`src/rtl/r200_pkg.sv`:
```
// Shared r200 pipeline constants: the injected bubble instruction and the
// fetch next-PC select encodings (fetch's mux4w32 decodes the same values).
package r200_pkg;

    // sll $0,$0,0 -- architectural no-op used for bubbles and reset.
    localparam logic [31:0] NOP_INSTR = 32'h0000_0000;

    // Fetch next-PC select.
    localparam logic [1:0] PCSEL_PCP4 = 2'b00;  // sequential PC+4
    localparam logic [1:0] PCSEL_BR   = 2'b01;  // branch target
    localparam logic [1:0] PCSEL_JUMP = 2'b10;  // jump target
    localparam logic [1:0] PCSEL_HOLD = 2'b11;  // refetch pcp4_hold

endpackage

```
`src/rtl/r200ifid_satcnt.sv`:
```
// Saturating event counter: counts rising edges with inc=1, sticks at all-ones.
module r200satcnt #(
    parameter int CNTW = 16
) (
    input  logic            clk,
    input  logic            rst,
    input  logic            inc,
    output logic [CNTW-1:0] cnt
);

    logic [CNTW-1:0] cnt_q;
    logic [CNTW-1:0] cnt_d;

    // Next count: advance on inc unless already saturated.
    always_comb begin
        // NOTE: default assignment first so no path leaves cnt_d unassigned (no latch).
        cnt_d = cnt_q;
        if (inc && (cnt_q != '1)) begin
            cnt_d = cnt_q + CNTW'(1);
        end
    end

    // Count register with synchronous reset.
    always_ff @(posedge clk) begin
        // NOTE: non-blocking assignments for state so all flops update together at the edge.
        if (rst) begin
            cnt_q <= '0;
        end else begin
            cnt_q <= cnt_d;
        end
    end

    assign cnt = cnt_q;

endmodule

```
`src/rtl/r200ifid.sv`:
```
// r200 IF/ID pipeline register: registers fetch's instruction/PC context for
// decode, injects bubbles on taken branch/jump, holds on hazard stall, steers
// fetch's next-PC mux and keeps saturating stall/flush counters.
module r200ifid
    import r200_pkg::*;
#(
    parameter logic [31:0] NOP  = NOP_INSTR,
    parameter int          CNTW = 16
) (
    input  logic            clk,
    input  logic            rst,
    input  logic [31:0]     if_instrn,
    input  logic [31:0]     if_pc,
    input  logic [31:0]     if_pcp4,
    input  logic            stall,
    input  logic            br_taken,
    input  logic            jump,
    output logic [31:0]     id_instrn,
    output logic [31:0]     id_pc,
    output logic [31:0]     id_pcp4,
    output logic            id_valid,
    output logic [31:0]     pcp4_hold,
    output logic [1:0]      pcsel,
    output logic [CNTW-1:0] stall_cnt,
    output logic [CNTW-1:0] flush_cnt
);

    logic [31:0] instrn_q, instrn_d;
    logic [31:0] pc_q, pc_d;
    logic [31:0] pcp4_q, pcp4_d;
    logic        valid_q, valid_d;
    logic        redirect;

    // A bubble or a stalled slot can never redirect; a stalled branch fires
    // in its first unstalled cycle.
    assign redirect = (br_taken | jump) & valid_q & ~stall;

    // ID slot next state: redirect > stall > load (reset handled in the flop).
    always_comb begin
        instrn_d = instrn_q;
        pc_d     = pc_q;
        pcp4_d   = pcp4_q;
        valid_d  = valid_q;
        if (redirect) begin
            instrn_d = NOP;
            pc_d     = '0;
            pcp4_d   = '0;
            valid_d  = 1'b0;
        end else if (!stall) begin
            instrn_d = if_instrn;
            pc_d     = if_pc;
            pcp4_d   = if_pcp4;
            valid_d  = 1'b1;
        end
    end

    // ID slot registers.
    always_ff @(posedge clk) begin
        if (rst) begin
            instrn_q <= NOP;
            pc_q     <= '0;
            pcp4_q   <= '0;
            valid_q  <= 1'b0;
        end else begin
            instrn_q <= instrn_d;
            pc_q     <= pc_d;
            pcp4_q   <= pcp4_d;
            valid_q  <= valid_d;
        end
    end

    // Fetch next-PC select; jump wins over a simultaneous taken branch.
    always_comb begin
        pcsel = PCSEL_PCP4;
        if (rst) begin
            pcsel = PCSEL_PCP4;
        end else if (stall) begin
            pcsel = PCSEL_HOLD;
        end else if (redirect && jump) begin
            pcsel = PCSEL_JUMP;
        end else if (redirect) begin
            pcsel = PCSEL_BR;
        end
    end

    // During a stall the address in fetch is id_pcp4, so refetch it.
    assign pcp4_hold = pcp4_q;

    assign id_instrn = instrn_q;
    assign id_pc     = pc_q;
    assign id_pcp4   = pcp4_q;
    assign id_valid  = valid_q;

    r200satcnt #(.CNTW(CNTW)) u_stall_cnt (
        .clk (clk),
        .rst (rst),
        .inc (stall),
        .cnt (stall_cnt)
    );

    r200satcnt #(.CNTW(CNTW)) u_flush_cnt (
        .clk (clk),
        .rst (rst),
        .inc (redirect),
        .cnt (flush_cnt)
    );

endmodule

```
`config.mk`:
```
export PLATFORM = sky130hd
export DESIGN_NAME = r200ifid
export DESIGN_NICKNAME = d
export VERILOG_FILES = /design/src/rtl/r200_pkg.sv /design/src/rtl/r200ifid_satcnt.sv /design/src/rtl/r200ifid.sv
export SDC_FILE = /design/constraint.sdc
export NUM_CORES = 1
export LEC_CHECK = 0
export ABC_AREA = 1
export BUFFER_PORTS_ARGS = -buffer_cell sky130_fd_sc_hd__buf_2
export CAP_MARGIN = 30
export CORE_MARGIN = 2
export CORE_UTILIZATION = 30
export CTS_CLUSTER_SIZE = 25
export DETAILED_ROUTE_END_ITERATION = 6
export GPL_ROUTABILITY_DRIVEN = 1
export GPL_TIMING_DRIVEN = 1
export PLACE_DENSITY = 0.67
export SLEW_MARGIN = 20
export SYNTH_ARGS = -nofsm -noshare
export SYNTH_HDL_FRONTEND = slang
export SYNTH_SLANG_ARGS = --single-unit
```
`constraint.sdc`:
```
create_clock -name clk -period 1.3 [get_ports clk]
set_input_delay 0 -clock clk [delete_from_list [all_inputs] [get_ports clk]]
set_output_delay 0 -clock clk [all_outputs]
set_load 0.05 [all_outputs]
```
# Word-level counts from Yosys, hierarchy flattened

Cells that the tools add are included.

Reductions and logical operators: 4
Add/subtract/negate cells: 2
Muxes and demuxes: 4
Bitwise gates (word level): 4
Equal/unequal tests: 2

Operator list:

| kind                                          | count |
|---|---|
| adder 16 x 1 -> 16 bit, second input constant | 2 |
| != test 16 bit, second input constant         | 2 |
| two-way mux 2 bit                             | 3 |
| logical AND 1 bit                             | 3 |
| AND 1 bit                                     | 2 |
| OR reduction 2 bit                            | 1 |
| two-way mux 1 bit                             | 1 |
| NOT 1 bit                                     | 1 |
| OR 1 bit                                      | 1 |

Input bits: 101
Word-level logic and storage cells: 22
Register bits after elaboration: 129

# Depth between registers and ports, before layout

Gate-level depths: netlist of the first run.

Word-level depth: 7
Mapped depth: 9
Mapped depth without buffers: 9

# Hierarchy

Synthesis of the first run repeated with hierarchy kept, for this count alone.

Cell total of the unflattened synthesis: 762
Area total of the unflattened synthesis: 5735.5 sq um

Modules (own cells, without submodules):

| module     | times used | seq. area each (sq um) | cells each | area an instance (sq um) |
|---|---|---|---|---|
| r200ifid   | 1          | 1941.9                 | 464        | 3876.2 |
| r200satcnt | 2          | 320.3                  | 149        | 929.6 |

# Worst setup path after synthesis of the first run

No wires, ideal clock.

Kind: flip-flop to flip-flop
From: register u_flush_cnt.cnt_q[1], in the netlist u_flush_cnt.cnt[1]
To: register u_flush_cnt.cnt_q[9], in the netlist u_flush_cnt.cnt[9]
Buffers on the path: 1
Stages on the path, launching flop included: 8
Data arrival time: 1.669 ns
Path slack: -0.486 ns
Required time: 1.183 ns
Path through: dfxtp_1 ha_1 nand2_1 nor2_2 nand4_2 buf_6 a21oi_1 nor2_1

Word-level cells in the longest chain between the ends: 2
Elaborated cells between the ends (all ways): 3
Classes of those cells: 1 x add/sub; 1 x eq/ne; 1 x reduce/logical

RTL lines:

| element                                                        | line                  | text |
|---|---|---|
| start: declaration                                             | r200ifid_satcnt.sv:11 | `logic [CNTW-1:0] cnt_q;` |
| start signal: assignment                                       | r200ifid_satcnt.sv:29 | `cnt_q <= cnt_d;` |
| branches (longest 2 deep; another with adder 16 x 1 -> 16 bit) | -                     |  |

Parallel ways; which one is timed is not known.
A chain may end at the register's enable or synchronous reset.

# Final worst setup path of the first run

From: register u_flush_cnt.cnt_q[0], in the netlist u_flush_cnt.cnt[0]
To: register u_flush_cnt.cnt_q[11], in the netlist u_flush_cnt.cnt[11]

The elaborated chain is that of the path after synthesis.

==> impl_metrics.json, run 1 <==
{
  "outcome": "finished, violations left",
  "violations": "setup timing",
  "die-height_um": 139,
  "finalHoldViolations": 0,
  "synthToLayoutAreaGrowth_pct": 66.4,
  "die_area_mm2": 0.0194,
  "die_w_um": 139,
  "syn_avg_cell_area_um2": 7.36,
  "grt_first_pass_wirelength_um": 28800,
  "slew_headroom_pct": 76.5,
  "period_minus_slack_ps": 1370,
  "clock_skew_ps": 6.36,
  "crit_type": "reg -> reg",
  "ios": 264,
  "grt_use_total_pct": 18.1,
  "cp_max_fo": 7,
  "cts_inserted_buffers": 17,
  "finalSetupTns_ps": -563,
  "grt_max_degree": 76,
  "rr_startpoint": "u_flush_cnt.cnt[0]",
  "synth-edff-count": 0,
  "setup_slack_ps": -70.0,
  "synthesis.area_mm2": 0.00549,
  "ys_ff_latch": 129,
  "antenna_found_initial": 0,
  "min-delay-start": "stall",
  "grt_overflow": 0,
  "routed_wl_um": 18300,
  "critPathMaxStageDelay_ps": 370,
  "drc_errors": 0,
  "clk_latency_ps": 410,
  "cp-start-kind": "flop",
  "power.density_mw_per_mm2": 1230,
  "clkSlewWorstSetupHoldPaths_ps": 60,
  "cpMostUsedCell": "nand2_4",
  "yosysWarnings": 0,
  "crit_chain": "ha_4 > nand2_4 > nor2_4 > nand2_4 > o21ai_4 > nand2_1 > a21oi_2",
  "synthFlopType": "dfxtp_1",
  "cp_slowest_cell": "dfxtp_4",
  "leakage_nw": 4.28,
  "stdcell_count": 1348,
  "clkSinkCount": 129,
  "cp.arrival_ps": 1710,
  "postRouteAntennaNets": 0,
  "fp-row-count": 49,
  "core-area_mm2": 0.0180,
  "dr.pass1.iters": 4,
  "dp.cells": 1208,
  "clock-root-buffer": "clkbuf_16",
  "yosysSeqAreaShare_pct": 47.0,
  "final_layout_size_suffix_gt1_share_pct": 41.9,
  "end_kind": "flop",
  "syn_inst": 746,
  "grt_pass1_vias": 5731,
  "cts_tree": "done",
  "dp_slack_ps": -71.6,
  "gp_congestion": 0.795,
  "synth.net_count": 849,
  "ir_worst_vdd_v": 0.000874,
  "vias": 6165,
  "cts_max_path_buffers": 2,
  "async_reset_ff_share_pct": 0,
  "drt_iter0_markers": 255,
  "routedWlPerCell_um": 13.6,
  "nNetsFinal": 1209,
  "startpoint": "u_flush_cnt.cnt[0]",
  "hpwlAfterDp_um": 11400,
  "final.period_utilization_pct": 105,
  "htreeDepth": 4,
  "setup_viol": 14,
  "synth.distinct_cells": 30,
  "fmax_ghz": 0.730,
  "drv_cap": 0,
  "worstPathRequired_ps": 1640,
  "max_slew.worst_pin.slew_ps": 353,
  "vias_per_cell": 4.57,
  "start_util_pct": 30.6,
  "rsz0062_at_grt": "true",
  "portBuffers": 263,
  "antennaDiodeCount": 0,
  "drv_slew": 0,
  "hold_class": "in -> reg"
}
==> Yosys cell counts, types with 2 or more instances <==
library cell    n  area, µm²
nand2_1       271       1020
buf_4          37        278
buf_2          20        100
nor2_4          6       67.6
buf_6           4       45.0
buf_1           6       22.5
nand2_2         7       43.8
nor2_2          5       31.3
xor2_1          2       17.5
nor2_1         66        248
o21ai_0         2       10.0
a21oi_1       122        611
nand3_1        23        115
nand3b_1        3       22.5
inv_1          18       67.6
clkbuf_1        3       11.3
nor3_1          3       15.0
nand4_1         3       18.8
ha_1            2       25.0
nand3_2         5       50.1
dfxtp_1       129       2580
==> layer usage <==
layer,vias up,part of all wire (%),GRT usage (%)
met3,33,5.6,4.34
met5,-,0,0
li1,3092,-,-
met4,0,2.4,7.44
met1,2819,43,22.1
met2,221,49,30.4
==> power breakdown <==
part | internal, mW | switching, mW | leakage, nW
logic | 0.671 | 1.41 | 2.89
registers | 4.08 | 0.115 | 1.08
clock network | 3.10 | 1.90 | 0.306
total | 7.85 | 3.43 | 4.28
==> path summary, 6_finish.rpt <==
| path | end | slack [ps] | cells past startpoint |
|---|---|---|---|
| hold reg to reg | u_stall_cnt.cnt[14] | 450 | 1 |
| hold / removal | u_stall_cnt.cnt[11] | 100 | 5 |
| setup reg to reg | u_flush_cnt.cnt[11] | -70 | 7 |
| setup / recovery | u_flush_cnt.cnt[11] | -70 | 7 |
==> critical path, delay by kind of cell (launching register included) <==
family | cells | cell delay, ps
AO/OA/AOI/OAI | 2 | 370
adder cells (fa/ha/maj) | 1 | 160
flip-flops | 1 | 370
AND/OR/NAND/NOR | 4 | 410
==> repair_timing <==
action                                  4_1_cts  5_1_grt
buffers inserted                              0       10
hold endpoints to repair                    101        5
hold buffers                                 96        1
resized for setup                             7       53
pin swaps                                     7       22
gates cloned                                  0        1
endpoints found under the setup margin       17       54
==> sequential cells by signal, summed over array words and instances, names as in the netlist <==
| name | count |
|---|---|
| u_flush_cnt.cnt | 16 |
| id_valid | 1 |
| id_pcp4 | 32 |
| id_instrn | 32 |
| id_pc | 32 |
| u_stall_cnt.cnt | 16 |
==> per-stage QoR <==
step / hold slack (ps) / area, µm² / utilization, % / power [mW]
global route: 138 / 9140 / 50.9 / 11.7
detailed placement: 250 / 7230 / 40.3 / 6.08
finish: 96.3 / 9140 / 50.9 / 11.3
CTS: -146 / 8830 / 49.2 / 11.4
global placement: 248 / 7230 / 40.3 / 6.07
floorplan: 141 / 5720 / - / 5.60
==> cells in the final DEF (no fill, tap or decap), types with 3 or more instances in the layout <==
cell type,Yosys,final
a21oi_1,122,101
a21oi_2,1,22
buf_12,0,5
buf_2,20,260
buf_4,37,41
buf_6,4,6
bufinv_16,0,3
clkbuf_16,0,17
clkinv_4,0,5
dfxtp_1,129,96
dfxtp_4,0,32
dlygate4sd3_1,0,97
inv_1,18,14
inv_2,1,4
inv_6,0,3
nand2_1,271,260
nand2_2,7,12
nand2_4,1,6
nand3_1,23,18
nand3_2,5,10
nand3b_1,3,3
nand4_1,3,3
nand4_4,1,3
nor2_1,66,50
nor2_2,5,16
nor2_4,6,11
==> logic make-up after synthesis <==
logic type      count (synthesis)  share of synthesized area [%]
simple gates                  396                           30.6
flops                         129                           47.0
compound gates                127                           11.8
buf+inv                        89                           9.61
xor+xnor                        3                          0.478
fa+ha+maj                       2                          0.456
==> cell type report <==
| type | count | area [µm²] |
|---|---|---|
| clock buffer | 18 | 439 |
| clock inverter | 14 | 178 |
| fill | 1656 | 8830 |
| inverter | 19 | 72.6 |
| multi-input combinational | 529 | 2680 |
| sequential | 129 | 2700 |
| tap | 229 | 287 |
| timing repair buffer | 410 | 2780 |
Power figures use the tool's default switching activity.
==> run 2, diff against run 1 <==
--- a/config.mk
+++ b/config.mk
@@ -10,11 +10,12 @@
 export CAP_MARGIN = 30
 export CORE_MARGIN = 2
 export CORE_UTILIZATION = 30
+export CTS_CLUSTER_DIAMETER = 50
 export CTS_CLUSTER_SIZE = 25
 export DETAILED_ROUTE_END_ITERATION = 6
 export GPL_ROUTABILITY_DRIVEN = 1
 export GPL_TIMING_DRIVEN = 1
-export PLACE_DENSITY = 0.67
+export PLACE_DENSITY = 0.69
 export SLEW_MARGIN = 20
 export SYNTH_ARGS = -nofsm -noshare
 export SYNTH_HDL_FRONTEND = slang
==> run 2 against run 1 <==
  * The run still ends with setup timing left
  * Fmax shrank 0.64%
  * Clock power shrank 10%
  * Cell count grew 0.45%
  * Worst hold slack lost 1.3 ps
  * Register-to-register slack is essentially flat
  * Highest routed layer unchanged
  * Largest cell class unchanged
  * Critical path type unchanged
==> impl_metrics.json, run 2 (synthesis gave the netlist of run 1 again) <==
{
  "grt_pass1_vias": 5864,
  "die_w_um": 139,
  "violations": "setup timing",
  "dr.pass1.iters": 4,
  "slew_headroom_pct": 77.6,
  "final_layout_size_suffix_gt1_share_pct": 42.0,
  "dp.cells": 1200,
  "die_area_mm2": 0.0194,
  "postRouteAntennaNets": 0,
  "finalHoldViolations": 0,
  "grt_max_degree": 71,
  "period_minus_slack_ps": 1380,
  "fin_util_pct": 51.4,
  "hpwlAfterDp_um": 11300,
  "drv_slew": 0,
  "cts_inserted_buffers": 17,
  "grt_first_pass_wirelength_um": 29100,
  "antenna_found_initial": 0,
  "crit_family": "flip-flops",
  "worstPathRequired_ps": 1590,
  "nNetsFinal": 1215,
  "rsz0062_at_grt": "true",
  "crit_type": "reg -> reg",
  "finalPower_mw": 10.9,
  "ir_worst_vdd_v": 0.000805,
  "antennaDiodeCount": 0,
  "drt_iter0_markers": 285,
  "clkSlewWorstSetupHoldPaths_ps": 60,
  "ios": 264,
  "cp-start-kind": "flop",
  "hold_class": "in -> reg",
  "setup_viol": 16,
  "stdcell_count": 1354,
  "clock-root-buffer": "clkbuf_16",
  "dr_wl_met2_um": 9510,
  "htreeDepth": 4,
  "drv_cap": 0,
  "r2r_cells": 7,
  "setup_slack_ps": -78.9,
  "reg2reg_slack_ps": -80,
  "routedWlPerCell_um": 14.2,
  "final.period_utilization_pct": 106,
  "start_util_pct": 30.6,
  "end_kind": "flop",
  "crit_chain": "ha_4 > nand2_4 > nor2_4 > buf_4 > nand4_4 > a21oi_1 > nor2_1",
  "grt_overflow": 0,
  "grt_use_total_pct": 18.3,
  "hold_depth": 4,
  "max_slew.worst_pin.slew_ps": 336,
  "critPathMaxStageDelay_ps": 380,
  "final_common_cell": "nand2_1",
  "path_buf_inv": 1,
  "cts_max_path_buffers": 2,
  "rr_startpoint": "u_flush_cnt.cnt[0]",
  "power.density_mw_per_mm2": 1180,
  "wl_met1_um": 7820,
  "portBuffers": 263,
  "cp_slowest_cell": "dfxtp_4",
  "cts_tree": "done",
  "outcome": "finished, violations left",
  "fmax_ghz": 0.725,
  "clk_latency_ps": 410,
  "r2r-end": "u_flush_cnt.cnt[9]",
  "fp-row-count": 49,
  "dp_slack_ps": -94.9,
  "drc_errors": 0,
  "gp_congestion": 0.827,
  "routed_wl_um": 19200,
  "vias_per_cell": 4.59,
  "wl_met3_um": 1290,
  "cp.arrival_ps": 1670,
  "clkSinkCount": 129,
  "clock_skew_ps": 5.86,
  "leakage_nw": 4.31,
  "layout_common_cells": "nand2_1, buf_2, a21oi_1, dlygate4sd3_1, dfxtp_1",
  "vias": 6210,
  "fin_hold_ws_ps": 95.1,
  "core-area_mm2": 0.0180,
  "min-delay-start": "rst",
  "hold_end": "id_instrn[23]",
  "dr.max_layer_used": "met4",
  "die-height_um": 139,
  "cp_max_fo": 7,
  "synthToLayoutAreaGrowth_pct": 68.2
}
## run 2: worst max path at each step
stage	startpoint	end	slack, ps	depth (start not counted)
after floorplan	u_flush_cnt.cnt[0]	u_flush_cnt.cnt[9]	-100	7
after global placement	u_flush_cnt.cnt[0]	u_flush_cnt.cnt[9]	-50	6
after detailed placement	u_flush_cnt.cnt[0]	u_flush_cnt.cnt[14]	-90	7
after CTS	u_flush_cnt.cnt[0]	u_flush_cnt.cnt[14]	-50	8
after global routing	u_flush_cnt.cnt[0]	u_flush_cnt.cnt[14]	-150	8
final	u_flush_cnt.cnt[0]	u_flush_cnt.cnt[9]	-80	7
## run 2: power breakdown
part / switching (mW) / internal [mW] / total, mW
clock network: 1.82 / 2.68 / 4.50
logic: 1.45 / 0.724 / 2.18
registers: 0.118 / 4.08 / 4.20
total: 3.39 / 7.49 / 10.9
## run 2: final cells by class
| class | instances | area, µm² |
|---|---|---|
| Clock buffer | 19 | 443 |
| Sequential cell | 129 | 2700 |
| Multi-Input combinational cell | 532 | 2740 |
| Timing Repair Buffer | 413 | 2880 |
| Fill cell | 1605 | 8730 |
| Tap cell | 229 | 287 |
| Clock inverter | 13 | 111 |
| Inverter | 19 | 72.6 |
## run 2: worst min-delay path, cell delays in order
cell and delay, ps:
buf_2 140, inv_2 140, nand2_4 130, a21oi_1 40
## run 2: through the flow
stage / TNS [ps] / area, µm²
global route: -2730 / 9240
global placement: -683 / 7190
CTS: -360 / 8840
floorplan: -781 / 5720
finish: -835 / 9240
detailed placement: -2480 / 7190
## run 2: what timing repair did
item                                    4_1_cts  5_1_grt
buffers inserted                              8        9
resized for setup                             9       50
gates cloned                                  2        6
pin swaps                                     7       21
hold buffers                                 97        0
endpoints found under the setup margin      108      111
endpoints found under the hold margin       101        0
## run 2: layer usage
layer  GRT usage, %  vias up
met5              0        -
met4           8.77        0
met3           4.16       41
met2           31.0      266
met1           22.0     2799
li1               -     3104
